$ cat config.mk
export PLATFORM = sky130hd
export DESIGN_NAME = snn_neuron_block
export DESIGN_NICKNAME = d
export VERILOG_FILES = /design/src/rtl/snn_neuron_block.sv
export SDC_FILE = /design/constraint.sdc
export NUM_CORES = 1
export LEC_CHECK = 0
export ABC_AREA = 1
export BUFFER_PORTS_ARGS = -buffer_cell sky130_fd_sc_hd__buf_2
export CAP_MARGIN = 20
export CORE_AREA = 4 4 154 127
export CTS_CLUSTER_DIAMETER = 60
export CTS_CLUSTER_SIZE = 25
export DETAILED_ROUTE_END_ITERATION = 8
export DIE_AREA = 0 0 158 131
export PLACE_DENSITY_LB_ADDON = 0.12
export SLEW_MARGIN = 20
export SYNTH_ARGS = -nofsm -noshare
export SYNTH_HDL_FRONTEND = slang
export SYNTH_SLANG_ARGS = --single-unit
export TNS_END_PERCENT = 30
$ cat constraint.sdc
create_clock -name clk -period 5.4 [get_ports clk]
set_input_delay 1.08 -clock clk [delete_from_list [all_inputs] [get_ports clk]]
set_output_delay 1.08 -clock clk [all_outputs]
set_load 0.02 [all_outputs]
$ cat src/rtl/snn_neuron_block.sv
// Time-stepped block of N leaky integrate-and-fire neurons. Consumes TS synaptic-count
// vectors, emits per-step spikes, and then holds each neuron's first-spike time for the packer.
module snn_neuron_block #(
   parameter int N      = 5,
   parameter int TS     = 20,
   parameter int TW     = $clog2(TS + 1),
   parameter int CW     = 4,
   parameter int VW     = 8,
   parameter int V_0    = 14,
   parameter int V_REST = 6,
   parameter int V_LEAK = 1,
   parameter int K_SYN  = 1,
   parameter int RP     = 1
) (
   input  logic            clk,
   input  logic            reset,
   input  logic            start,
   input  logic            in_valid,
   output logic            in_ready,
   input  logic [N*CW-1:0] in_syn,
   output logic            step_valid,
   output logic [N-1:0]    step_spikes,
   output logic [TW-1:0]   step_index,
   output logic            out_valid,
   input  logic            out_ready,
   output logic [N*TW-1:0] spike_time,
   output logic            busy
);

   localparam int SW = VW + CW + 1;
   localparam int RW = $clog2(RP + 2);
   localparam logic [VW:0]   LEAK_FLOOR = (VW+1)'(V_REST + V_LEAK);
   localparam logic [VW-1:0] V_REST_W   = VW'(V_REST);
   localparam logic [VW-1:0] V_LEAK_W   = VW'(V_LEAK);
   localparam logic [VW-1:0] V_TH       = VW'(V_0);
   localparam logic [SW-1:0] V_MAX      = SW'((1 << VW) - 1);
   localparam logic [SW-1:0] GAIN       = SW'(K_SYN);
   localparam logic [RW-1:0] RP_W       = RW'(RP);
   localparam logic [TW-1:0] T_LAST     = TW'(TS - 1);
   localparam logic [TW-1:0] T_NONE     = TW'(TS);

   typedef enum logic [1:0] {IDLE, RUN, DONE} state_t;

   state_t          state;
   logic [VW-1:0]   v_q   [N];
   logic [RW-1:0]   r_q   [N];
   logic [N-1:0]    first_q;
   logic [TW-1:0]   t_q;

   logic [VW-1:0]   leak_v [N];
   logic [SW-1:0]   sum_v  [N];
   logic [VW-1:0]   sat_v  [N];
   logic [VW-1:0]   v_nxt  [N];
   logic [RW-1:0]   r_nxt  [N];
   logic [N-1:0]    fire;

   logic accept;
   assign accept = in_valid && in_ready;

   // Next membrane/refractory state for every neuron, as if the current beat were accepted.
   always_comb begin
      // NOTE: every variable gets a value on every path here, otherwise synthesis infers latches.
      fire = '0;
      for (int i = 0; i < N; i++) begin
         leak_v[i] = ({1'b0, v_q[i]} >= LEAK_FLOOR) ? v_q[i] - V_LEAK_W : V_REST_W;
         sum_v[i]  = SW'(leak_v[i]) + GAIN * SW'(in_syn[i*CW +: CW]);
         sat_v[i]  = (sum_v[i] > V_MAX) ? '1 : sum_v[i][VW-1:0];
         v_nxt[i]  = v_q[i];
         r_nxt[i]  = r_q[i];
         if (r_q[i] != '0) begin
            r_nxt[i] = r_q[i] - RW'(1);
            v_nxt[i] = V_REST_W;
         end else if (sat_v[i] >= V_TH) begin
            fire[i]  = 1'b1;
            v_nxt[i] = V_REST_W;
            r_nxt[i] = RP_W;
         end else begin
            v_nxt[i] = sat_v[i];
         end
      end
   end

   always_ff @(posedge clk) begin
      if (reset) begin
         state       <= IDLE;
         in_ready    <= 1'b0;
         step_valid  <= 1'b0;
         step_spikes <= '0;
         step_index  <= '0;
         out_valid   <= 1'b0;
         busy        <= 1'b0;
         spike_time  <= {N{T_NONE}};
         first_q     <= '0;
         t_q         <= '0;
         // NOTE: neuron state is only N small registers, so it is reset explicitly rather than left undefined.
         for (int i = 0; i < N; i++) begin
            v_q[i] <= V_REST_W;
            r_q[i] <= '0;
         end
      end else begin
         step_valid <= 1'b0;
         case (state)
            IDLE: if (start) begin
               for (int i = 0; i < N; i++) begin
                  v_q[i] <= V_REST_W;
                  r_q[i] <= '0;
               end
               spike_time <= {N{T_NONE}};
               first_q    <= '0;
               t_q        <= '0;
               in_ready   <= 1'b1;
               busy       <= 1'b1;
               state      <= RUN;
            end
            RUN: if (accept) begin
               for (int i = 0; i < N; i++) begin
                  v_q[i] <= v_nxt[i];
                  r_q[i] <= r_nxt[i];
                  if (fire[i] && !first_q[i]) begin
                     spike_time[i*TW +: TW] <= t_q;
                     first_q[i]             <= 1'b1;
                  end
               end
               step_valid  <= 1'b1;
               step_spikes <= fire;
               step_index  <= t_q;
               t_q         <= t_q + TW'(1);
               if (t_q == T_LAST) begin
                  in_ready  <= 1'b0;
                  out_valid <= 1'b1;
                  state     <= DONE;
               end
            end
            DONE: if (out_ready) begin
               out_valid <= 1'b0;
               busy      <= 1'b0;
               state     <= IDLE;
            end
            default: state <= IDLE;
         endcase
      end
   end

endmodule
Word level (Yosys, flattened, before mapping). Memory sizes are Yosys's and may differ from the RTL's. Cells that the tools add are included.

Equality and inequality tests: 12. Reduce and logical (&&, ||, !) cells: 31. Multiplexer cells: 102. $add $sub $neg: 16. $lt $le $gt $ge: 15. Bitwise operators: 20.

Operators with widths (count): $mux W8 (30); $mux W25 (2); $pmux W25 S2 (1); $mux W2 (24); $add A8 B4 Y9 (5); $gt A9 B8 Y1 const B (5); $ge A8 B3 Y1 const B (5); $ge A8 B4 Y1 const B (5); $mux W5 (8); $sub A8 B1 Y8 const B (5); $reduce_and A4 Y1 (8); $mux W1 (31); $or A1 B1 Y1 (20); $pmux W5 S2 (2); $ne A2 B2 Y1 const B (9); $reduce_bool A2 Y1 (8); $sub A2 B1 Y2 const B (5); $logic_and A1 B1 Y1 (6); $pmux W1 S2 (3); $pmux W2 S3 (1); $reduce_and A3 Y1 (2); $add A5 B1 Y5 const B (1); $eq A5 B5 Y1 const B (1); $logic_not A1 Y1 (5); 4 further kinds (4).

Input bits: 25. Flip-flop bits (word level): 51. Memory bits (writable): 50. Memories kept: 2.

Memory list: v_q (depth 5, width 8, read ports 5, clocked after Yosys merged registers in 0, wr ports 5, RTL line 45) `logic [VW-1:0] v_q [N];`; r_q (depth 5, width 2, read ports 5, clocked after Yosys merged registers in 0, wr ports 5, RTL line 46) `logic [RW-1:0] r_q [N];`.

Depth between registers and ports, before layout. Gate-level depths: netlist (run 1). An unclocked memory read counts as a cell.

Word-level depth: 13. Depth in mapped cells: 22. Mapped depth without buffers: 22.

Least setup slack after synthesis (run 1). No wires, ideal clock.

Path kind: input-to-reg. From: input port in_syn[16]. To: memory r_q[0][8] (netlist bit) (enable). Arrival time: 2903 ps. Stages on the path: 14. Setup slack: 2200 ps. Cells stage by stage: ha_1 inv_1 fa_1 nand3b_1 nand2_1 nand4_4 nor2_4 nand3_2 o21ai_0 nand2_1 nand3_4 nand3b_4 nand2_1 inv_1.

RTL lines: from (decl) (RTL line 20) `input logic [N*CW-1:0] in_syn,`; to (decl) (RTL line 46).

==> flow_metrics.env, run 1 <==
export IMPL_setup_viol=0
export IMPL_synthFlopType="dfxtp_1"
export IMPL_holdBufCountCts=0
export IMPL_place_hpwl_mm=10.8
export IMPL_place_area_mm2=0.00683
export IMPL_layout_setup_ws_ps=1980
export IMPL_p_seq_frac=0.452
export IMPL_critPathLaunchType="flip-flop"
export IMPL_min_period_over_period=0.633
export IMPL_cts_reportedPaths_clkPinSlew_ps=70
export IMPL_synth_commonest_cells="nand2_1, inv_1, a21oi_1"
export IMPL_yosysMostFrequentCell="nand2_1"
export IMPL_die_area_mm2=0.0207
export IMPL_tightest_slew_ps=641
export IMPL_synth_edf_count=50
export IMPL_design_area_mm2=0.00714
export IMPL_rows=44
export IMPL_cts_sink_count=101
export IMPL_clockBufferDepth=2
export IMPL_hold_viol_final=0
export IMPL_clock_latency_ps=350
export IMPL_grt_overflow_total=0
export IMPL_cts_buffers=9
export IMPL_fin_setup_tns_ps=0
export IMPL_max_freq_ghz=0.293
export IMPL_pwr_density_cell_mw_per_mm2=277
export IMPL_layout_drive_gt1_share=0.187
export IMPL_crit_top_cell="nand2_1"
export IMPL_drt_iter0_drc=228
export IMPL_die_x_um=158
export IMPL_crit_start="v_q[0][32]$_SDFFCE_PP0P_"
export IMPL_ys_warn_count=0
export IMPL_vias=5067
export IMPL_p_int_mw=1.37
export IMPL_routed_wl_mm=14.0
export IMPL_h_tree_depth=3
export IMPL_ir_worst_vdd_mv=0.183
export IMPL_ctsResizeCount=0
export IMPL_criticalPathCategory="flip-flop to flip-flop"
export IMPL_cp_slowest_stage_delay_ps=440
export IMPL_slowest_stage="edfxtp_1"
export IMPL_hp_start="spike_time[3]$_SDFFE_PP0P_"
export IMPL_syn_cell_area_mm2=0.00620
export IMPL_diodes=0
export IMPL_cp_data_required_time_ps=5460
export IMPL_pre_cts_ws_ps=1940
export IMPL_slew_headroom=0.572
export IMPL_drv_cap=0
export IMPL_cts_setup_buffers=0
export IMPL_p_sw_frac=0.310
export IMPL_die_h_um=131
export IMPL_fillers=1837
export IMPL_coreArea_mm2=0.0179
export IMPL_outcome="finished, final reports clean"
export IMPL_fin_nets=905
export IMPL_p_sw_mw=0.615
export IMPL_synthTopCellsByArea="edfxtp_1, dfxtp_1, nand2_1"
export IMPL_grt_pass1_wl_mm=23.1
export IMPL_final_max_slew_viol_count=0
export IMPL_cp_cell_sequence="ha_1, nand2_1, nand4_2, inv_1, nor2_1, ha_1, inv_1, fa_1, nand3b_1, nand2_1, nand4_4, nor2_4, nand3_2, o21ai_0, nand2_1, nand3_4, nand3b_4, nand2_1, inv_1"
export IMPL_drt_first_pass_iters=4
export IMPL_grt_antenna_before_repair=0
export IMPL_arrival_ps=3480
export IMPL_syn_to_final_growth_pct=15.3
export IMPL_fin_worst_skew_ps=11.9
export IMPL_cp_top_family="simple AND/OR/NAND/NOR gates"
export IMPL_grt_usage=0.139
export IMPL_pwr_share_comb=0.216
export IMPL_crit_fanout=7
export IMPL_end_kind="flip-flop"
export IMPL_worst_r2r_startpoint="v_q[0][32]$_SDFFCE_PP0P_"
export IMPL_post_route_min_period_ps=3420
export IMPL_synth_seq_cells=101
export IMPL_port_buffers=63
export IMPL_pin_count=64
export IMPL_grt_max_degree=46
export IMPL_synth_avg_cell_area_um2=8.20
export IMPL_root_buffer="clkbuf_16"
export IMPL_synth_area_leader_cell="edfxtp_1"
export IMPL_start_util=0.346
export IMPL_detail_route_antenna_nets=0
export IMPL_post_drt_wl_per_cell_um=13.0
export IMPL_seq_area_frac_synth=0.407
export IMPL_async_flop_share=0
export IMPL_drc=0
export IMPL_pwr_share_clk=0.333
export IMPL_crit_buf_inv=3
export IMPL_vias_per_cell=4.72
export IMPL_hp_class="flip-flop to flip-flop"
export IMPL_synth_top_area_frac=0.242
export IMPL_gp_congestion=0.805
export IMPL_first_global_vias=4836
export IMPL_rsz0062_at_grt="false"
export IMPL_synth_cell_types=49
export IMPL_syn_inst=756
export IMPL_tritoncts="built"
export IMPL_r2r_setup_slack_ps=1980
export IMPL_p_leak_nw=3.21
worst paths after layout:
| check | to | cells after the start |
|---|---|---|
| worst min-delay path | spike_time[3]$_SDFFE_PP0P_ | 2 |
| worst max register to register | r_q[0][9]$_SDFFCE_PN0P_ | 19 |
| worst max-delay path | r_q[0][9]$_SDFFCE_PN0P_ | 19 |
| worst min register to register | spike_time[3]$_SDFFE_PP0P_ | 2 |
stage by stage:
step	util	std cells	total power, mW	hold WS (ps)
after global placement	0.382	1058	1.33	449
after floorplan	-	775	1.23	434
after CTS	0.399	1074	2.01	467
final	0.399	1074	1.98	466
after global routing	0.399	1074	2.10	493
after detailed placement	0.382	1058	1.34	443
routing by layer:
layer / global-route usage / routed length (um) / vias to the layer above
li1: - / - / 2660
met1: 0.193 / 7060 / 2329
met2: 0.223 / 6330 / 76
met3: 0.0352 / 521 / 2
met4: 0.0256 / 57 / 0
met5: 0 / 0 / -
registers in the layout, summed over array words and instances, names as in the netlist:
name,flops
r_q,10
in_ready,1
out_valid,1
t_q,5
first_q,5
v_q,40
spike_time,25
step_spikes,5
step_index,5
state,2
busy,1
step_valid,1
tightest hold or removal path, stage by stage (launching register included):
cell,delay (ps)
dfxtp_1,310
nand2_1,60
a21oi_1,50
cells by family after synthesis:
kind of cell,share of synthesized area
AOI/OAI and AO/OA,0.103
buffers and inverters,0.0781
adders and majority gates,0.0888
DFF,0.407
xor gates and xnor gates,0.0252
other,0.000605
and+or+nand+nor,0.297
layout make-up:
class | instances | area (um2) | share of cell area
inverter | 116 | 435 | 0.0610
clock inverter | 4 | 37.5 | 0.00525
sequential | 101 | 2520 | 0.353
clock buffer | 12 | 268 | 0.0375
tap | 230 | 288 | 0.0403
timing repair buffer | 64 | 323 | 0.0452
multi-input combinational | 547 | 3270 | 0.458
cells in the final DEF (no fill, tap or decap), types with 20 or more instances in the layout:
cell      instances
nand2_1         134
inv_1           106
a21oi_1          64
nor2_1           63
nand3_1          63
buf_2            63
dfxtp_1          51
edfxtp_1         50
ha_1             36
o21ai_0          21
conb_1           20
power groups by stage:
stage / logic, mW / clock network (mW) / registers, mW
6_report: 0.427 / 0.659 / 0.895
5_1_grt: 0.486 / 0.712 / 0.901
4_1_cts: 0.431 / 0.682 / 0.896
3_5_place_dp: 0.428 / 0 / 0.913
3_3_place_gp: 0.422 / 0 / 0.911
2_1_floorplan: 0.298 / 0 / 0.930
No activity file was read; power rests on OpenSTA's default activity.
==> inputs of run 2 (changes only) <==
--- a/config.mk
+++ b/config.mk
@@ -5,14 +5,14 @@
 export SDC_FILE = /design/constraint.sdc
 export NUM_CORES = 1
 export LEC_CHECK = 0
-export ABC_AREA = 1
+export ABC_AREA = 0
 export BUFFER_PORTS_ARGS = -buffer_cell sky130_fd_sc_hd__buf_2
 export CAP_MARGIN = 20
-export CORE_AREA = 4 4 154 127
+export CORE_AREA = 4 4 152 125
 export CTS_CLUSTER_DIAMETER = 60
 export CTS_CLUSTER_SIZE = 25
 export DETAILED_ROUTE_END_ITERATION = 8
-export DIE_AREA = 0 0 158 131
+export DIE_AREA = 0 0 156 129
 export PLACE_DENSITY_LB_ADDON = 0.12
 export SLEW_MARGIN = 20
 export SYNTH_ARGS = -nofsm -noshare
==> constraint.sdc (replaced) <==
create_clock -name clk -period 3.2 [get_ports clk]
set_input_delay 0.64 -clock clk [delete_from_list [all_inputs] [get_ports clk]]
set_output_delay 0.64 -clock clk [all_outputs]
set_load 0.02 [all_outputs]
==> run 2 against run 1 <==
The run now ends with setup timing left. Worst hold slack got worse by 4.6 ps. Final area increased by 13%. Flip-flop and latch count unchanged. Core utilization increased by 6.8 points. Sequential power increased by 62%. Combinational power increased by 62%. Synthesized area decreased by 2.4%. Clock-buffer cell count decreased by 2. First-iteration DRC count increased by 17%. Clock power increased by 56%. Synthesized cell count decreased by 13%. Critical path depth decreased by 7. Critical path type unchanged. Highest routed layer unchanged.
==> flow_metrics.env, run 2 <==
export IMPL_first_global_vias=5152
export IMPL_vias=5300
export IMPL_synthFlopType="dfxtp_1"
export IMPL_place_area_mm2=0.00737
export IMPL_tightest_slew_ps=638
export IMPL_cp_cell_sequence="or4_4, a211o_4, nand2_4, inv_2, fa_2, nor2b_1, o21a_1, o211ai_1, or4b_4, a211oi_4, and3_4, nor2_2"
export IMPL_end_kind="flip-flop"
export IMPL_cp_slowest_stage_delay_ps=580
export IMPL_cts_buffers=9
export IMPL_critPathLaunchType="flip-flop"
export IMPL_drt_first_pass_iters=4
export IMPL_layout_cells_non_filler=1063
export IMPL_grt_antenna_before_repair=0
export IMPL_synth_area_leader_cell="edfxtp_1"
export IMPL_place_hpwl_mm=11.6
export IMPL_synth_edf_count=50
export IMPL_syn_inst=655
export IMPL_async_flop_share=0
export IMPL_max_freq_ghz=0.280
export IMPL_synth_area_mux_share=0.0339
export IMPL_ir_worst_vdd_mv=0.263
export IMPL_design_area_mm2=0.00807
export IMPL_layout_drive_gt1_share=0.320
export IMPL_pwr_density_cell_mw_per_mm2=392
export IMPL_routed_wl_mm=15.4
export IMPL_whs_ps=462
export IMPL_synth_top_area_frac=0.248
export IMPL_cp_data_required_time_ps=3280
export IMPL_synth_compound_area_frac=0.158
export IMPL_root_buffer="clkbuf_16"
export IMPL_fin_worst_skew_ps=14.0
export IMPL_drv_cap=0
export IMPL_tritoncts="built"
export IMPL_pin_count=64
export IMPL_coreArea_mm2=0.0173
export IMPL_crit_buf_inv=1
export IMPL_synth_seq_cells=101
export IMPL_hp_class="flip-flop to flip-flop"
export IMPL_top_register="v_q"
export IMPL_synthTopCellsByArea="edfxtp_1, dfxtp_1, ha_1"
export IMPL_cts_sink_count=101
export IMPL_synthXorXnorAreaFrac=0.0420
export IMPL_final_max_slew_viol_count=0
export IMPL_cp_top_family="simple AND/OR/NAND/NOR gates"
export IMPL_yosysMostFrequentCell="nand2_1"
export IMPL_drt_iter0_drc=266
export IMPL_setup_viol=26
export IMPL_gp_congestion=0.876
export IMPL_largest_reg_flops=40
export IMPL_layout_setup_ws_ps=-370
export IMPL_syn_cell_area_mm2=0.00605
export IMPL_holdBufCountCts=0
export IMPL_rsz0062_at_grt="true"
export IMPL_grt_max_degree=41
export IMPL_reg_largest_list="v_q x40, spike_time x25, r_q x10"
export IMPL_cts_reportedPaths_clkPinSlew_ps=80
export IMPL_post_drt_wl_per_cell_um=14.4
export IMPL_clockBufferDepth=2
export IMPL_fin_setup_tns_ps=-7700
export IMPL_post_route_min_period_ps=3570
export IMPL_slowest_stage="or4_4"
export IMPL_slew_headroom=0.573
export IMPL_synth_avg_cell_area_um2=9.23
export IMPL_synthAdderAreaFrac=0.0910
export IMPL_seq_area_frac_synth=0.417
export IMPL_diodes=0
export IMPL_outcome="complete, but fails checks"
export IMPL_place_inst=1035
export IMPL_syn_to_final_growth_pct=33.5
export IMPL_grt_pass1_wl_mm=25.1
export IMPL_criticalPathCategory="flip-flop to flip-flop"
export IMPL_synthSimpleGateAreaFrac=0.210
export IMPL_synth_top_family_by_area="simple AND/OR/NAND/NOR gates"
export IMPL_start_util=0.350
export IMPL_h_tree_depth=3
export IMPL_fillers=1638
export IMPL_die_h_um=129
export IMPL_ys_warn_count=0
export IMPL_die_x_um=156
export IMPL_p_leak_nw=3.38
export IMPL_synth_commonest_cells="nand2_1, nor2_1, inv_1"
export IMPL_r2r_setup_slack_ps=-370
export IMPL_grt_usage=0.152
export IMPL_rows=43
export IMPL_violations="setup timing"
export IMPL_grt_overflow_total=0
export IMPL_layout_common_cells="buf_4, nand2_1, buf_2"
export IMPL_die_area_mm2=0.0201
export IMPL_detail_route_antenna_nets=0
export IMPL_layout_commonest_cell="buf_4"
export IMPL_clock_latency_ps=350
export IMPL_synth_cell_types=68
export IMPL_fin_nets=899
export IMPL_arrival_ps=3650
export IMPL_crit_fanout=5
export IMPL_drc=0
export IMPL_vias_per_cell=4.99
export IMPL_min_period_over_period=1.12
export IMPL_hold_viol_final=0
export IMPL_port_buffers=63
run 2: what timing repair did:
action,in CTS,in global routing
gates resized for setup,28,56
endpoints found under the setup margin,49,61
gates cloned,0,0
pin swaps,23,23
setup buffers,8,8
run 2: worst paths after layout:
check / from / endpoint / depth (start not counted)
max: v_q[0][36]$_SDFFCE_PP0P_ / r_q[0][9]$_SDFFCE_PN0P_ / 12
min: step_index[0]$_SDFFE_PP0P_ / step_index[0]$_SDFFE_PP0P_ / 2
max reg2reg: v_q[0][36]$_SDFFCE_PP0P_ / r_q[0][9]$_SDFFCE_PN0P_ / 12
min reg2reg: step_index[0]$_SDFFE_PP0P_ / step_index[0]$_SDFFE_PP0P_ / 2
run 2: final cells by class:
type | instances | area [um2] | share of cell area
multi-input cells | 501 | 3700 | 0.458
clock inverters | 6 | 42.5 | 0.00527
flip-flops and latches | 101 | 2520 | 0.313
clock buffers | 10 | 229 | 0.0284
inverters | 54 | 203 | 0.0251
repair buffers | 166 | 1100 | 0.136
well taps | 225 | 282 | 0.0349
run 2: worst reg2reg max path: stages, from the launching register on:
cell and delay (ps):
edfxtp_1 380, or4_4 580, a211o_4 320, nand2_4 70, inv_2 40, fa_2 330, nor2b_1 120, o21a_1 180
o211ai_1 130, or4b_4 520, a211oi_4 340, and3_4 260, nor2_2 50
run 2: power breakdown:
part	switching (mW)	total, mW	internal (mW)
Clock	0.491	1.03	0.534
Combinational	0.378	0.692	0.314
Sequential	0.0353	1.45	1.41
Total	0.904	3.16	2.26
run 2: cell families (layout without fill, tap and decap cells):
kind of cell,count (synthesis),after routing
simple gates,250,250
compound gates,141,141
flops,101,101
buf+inv,72,236
fa+ha+maj,41,41
xor+xnor,29,29
mux,20,20
other cells,1,20
run 2: per-stage QoR:
step                 util  setup WS, ps  power (mW)
finish              0.467          -370        3.16
global route        0.467          -557        3.33
CTS                 0.453          -439        3.13
detailed placement  0.427          -441        2.06
global placement    0.427          -446        2.05
floorplan               -          -213        1.82
run 2: metal layers:
metal	track usage	part of all wire	vias up
met2	0.250	0.47	97
met4	0.0252	0.0061	0
met5	0	0	-
met1	0.212	0.49	2519
met3	0.0316	0.038	10
li1	-	-	2674
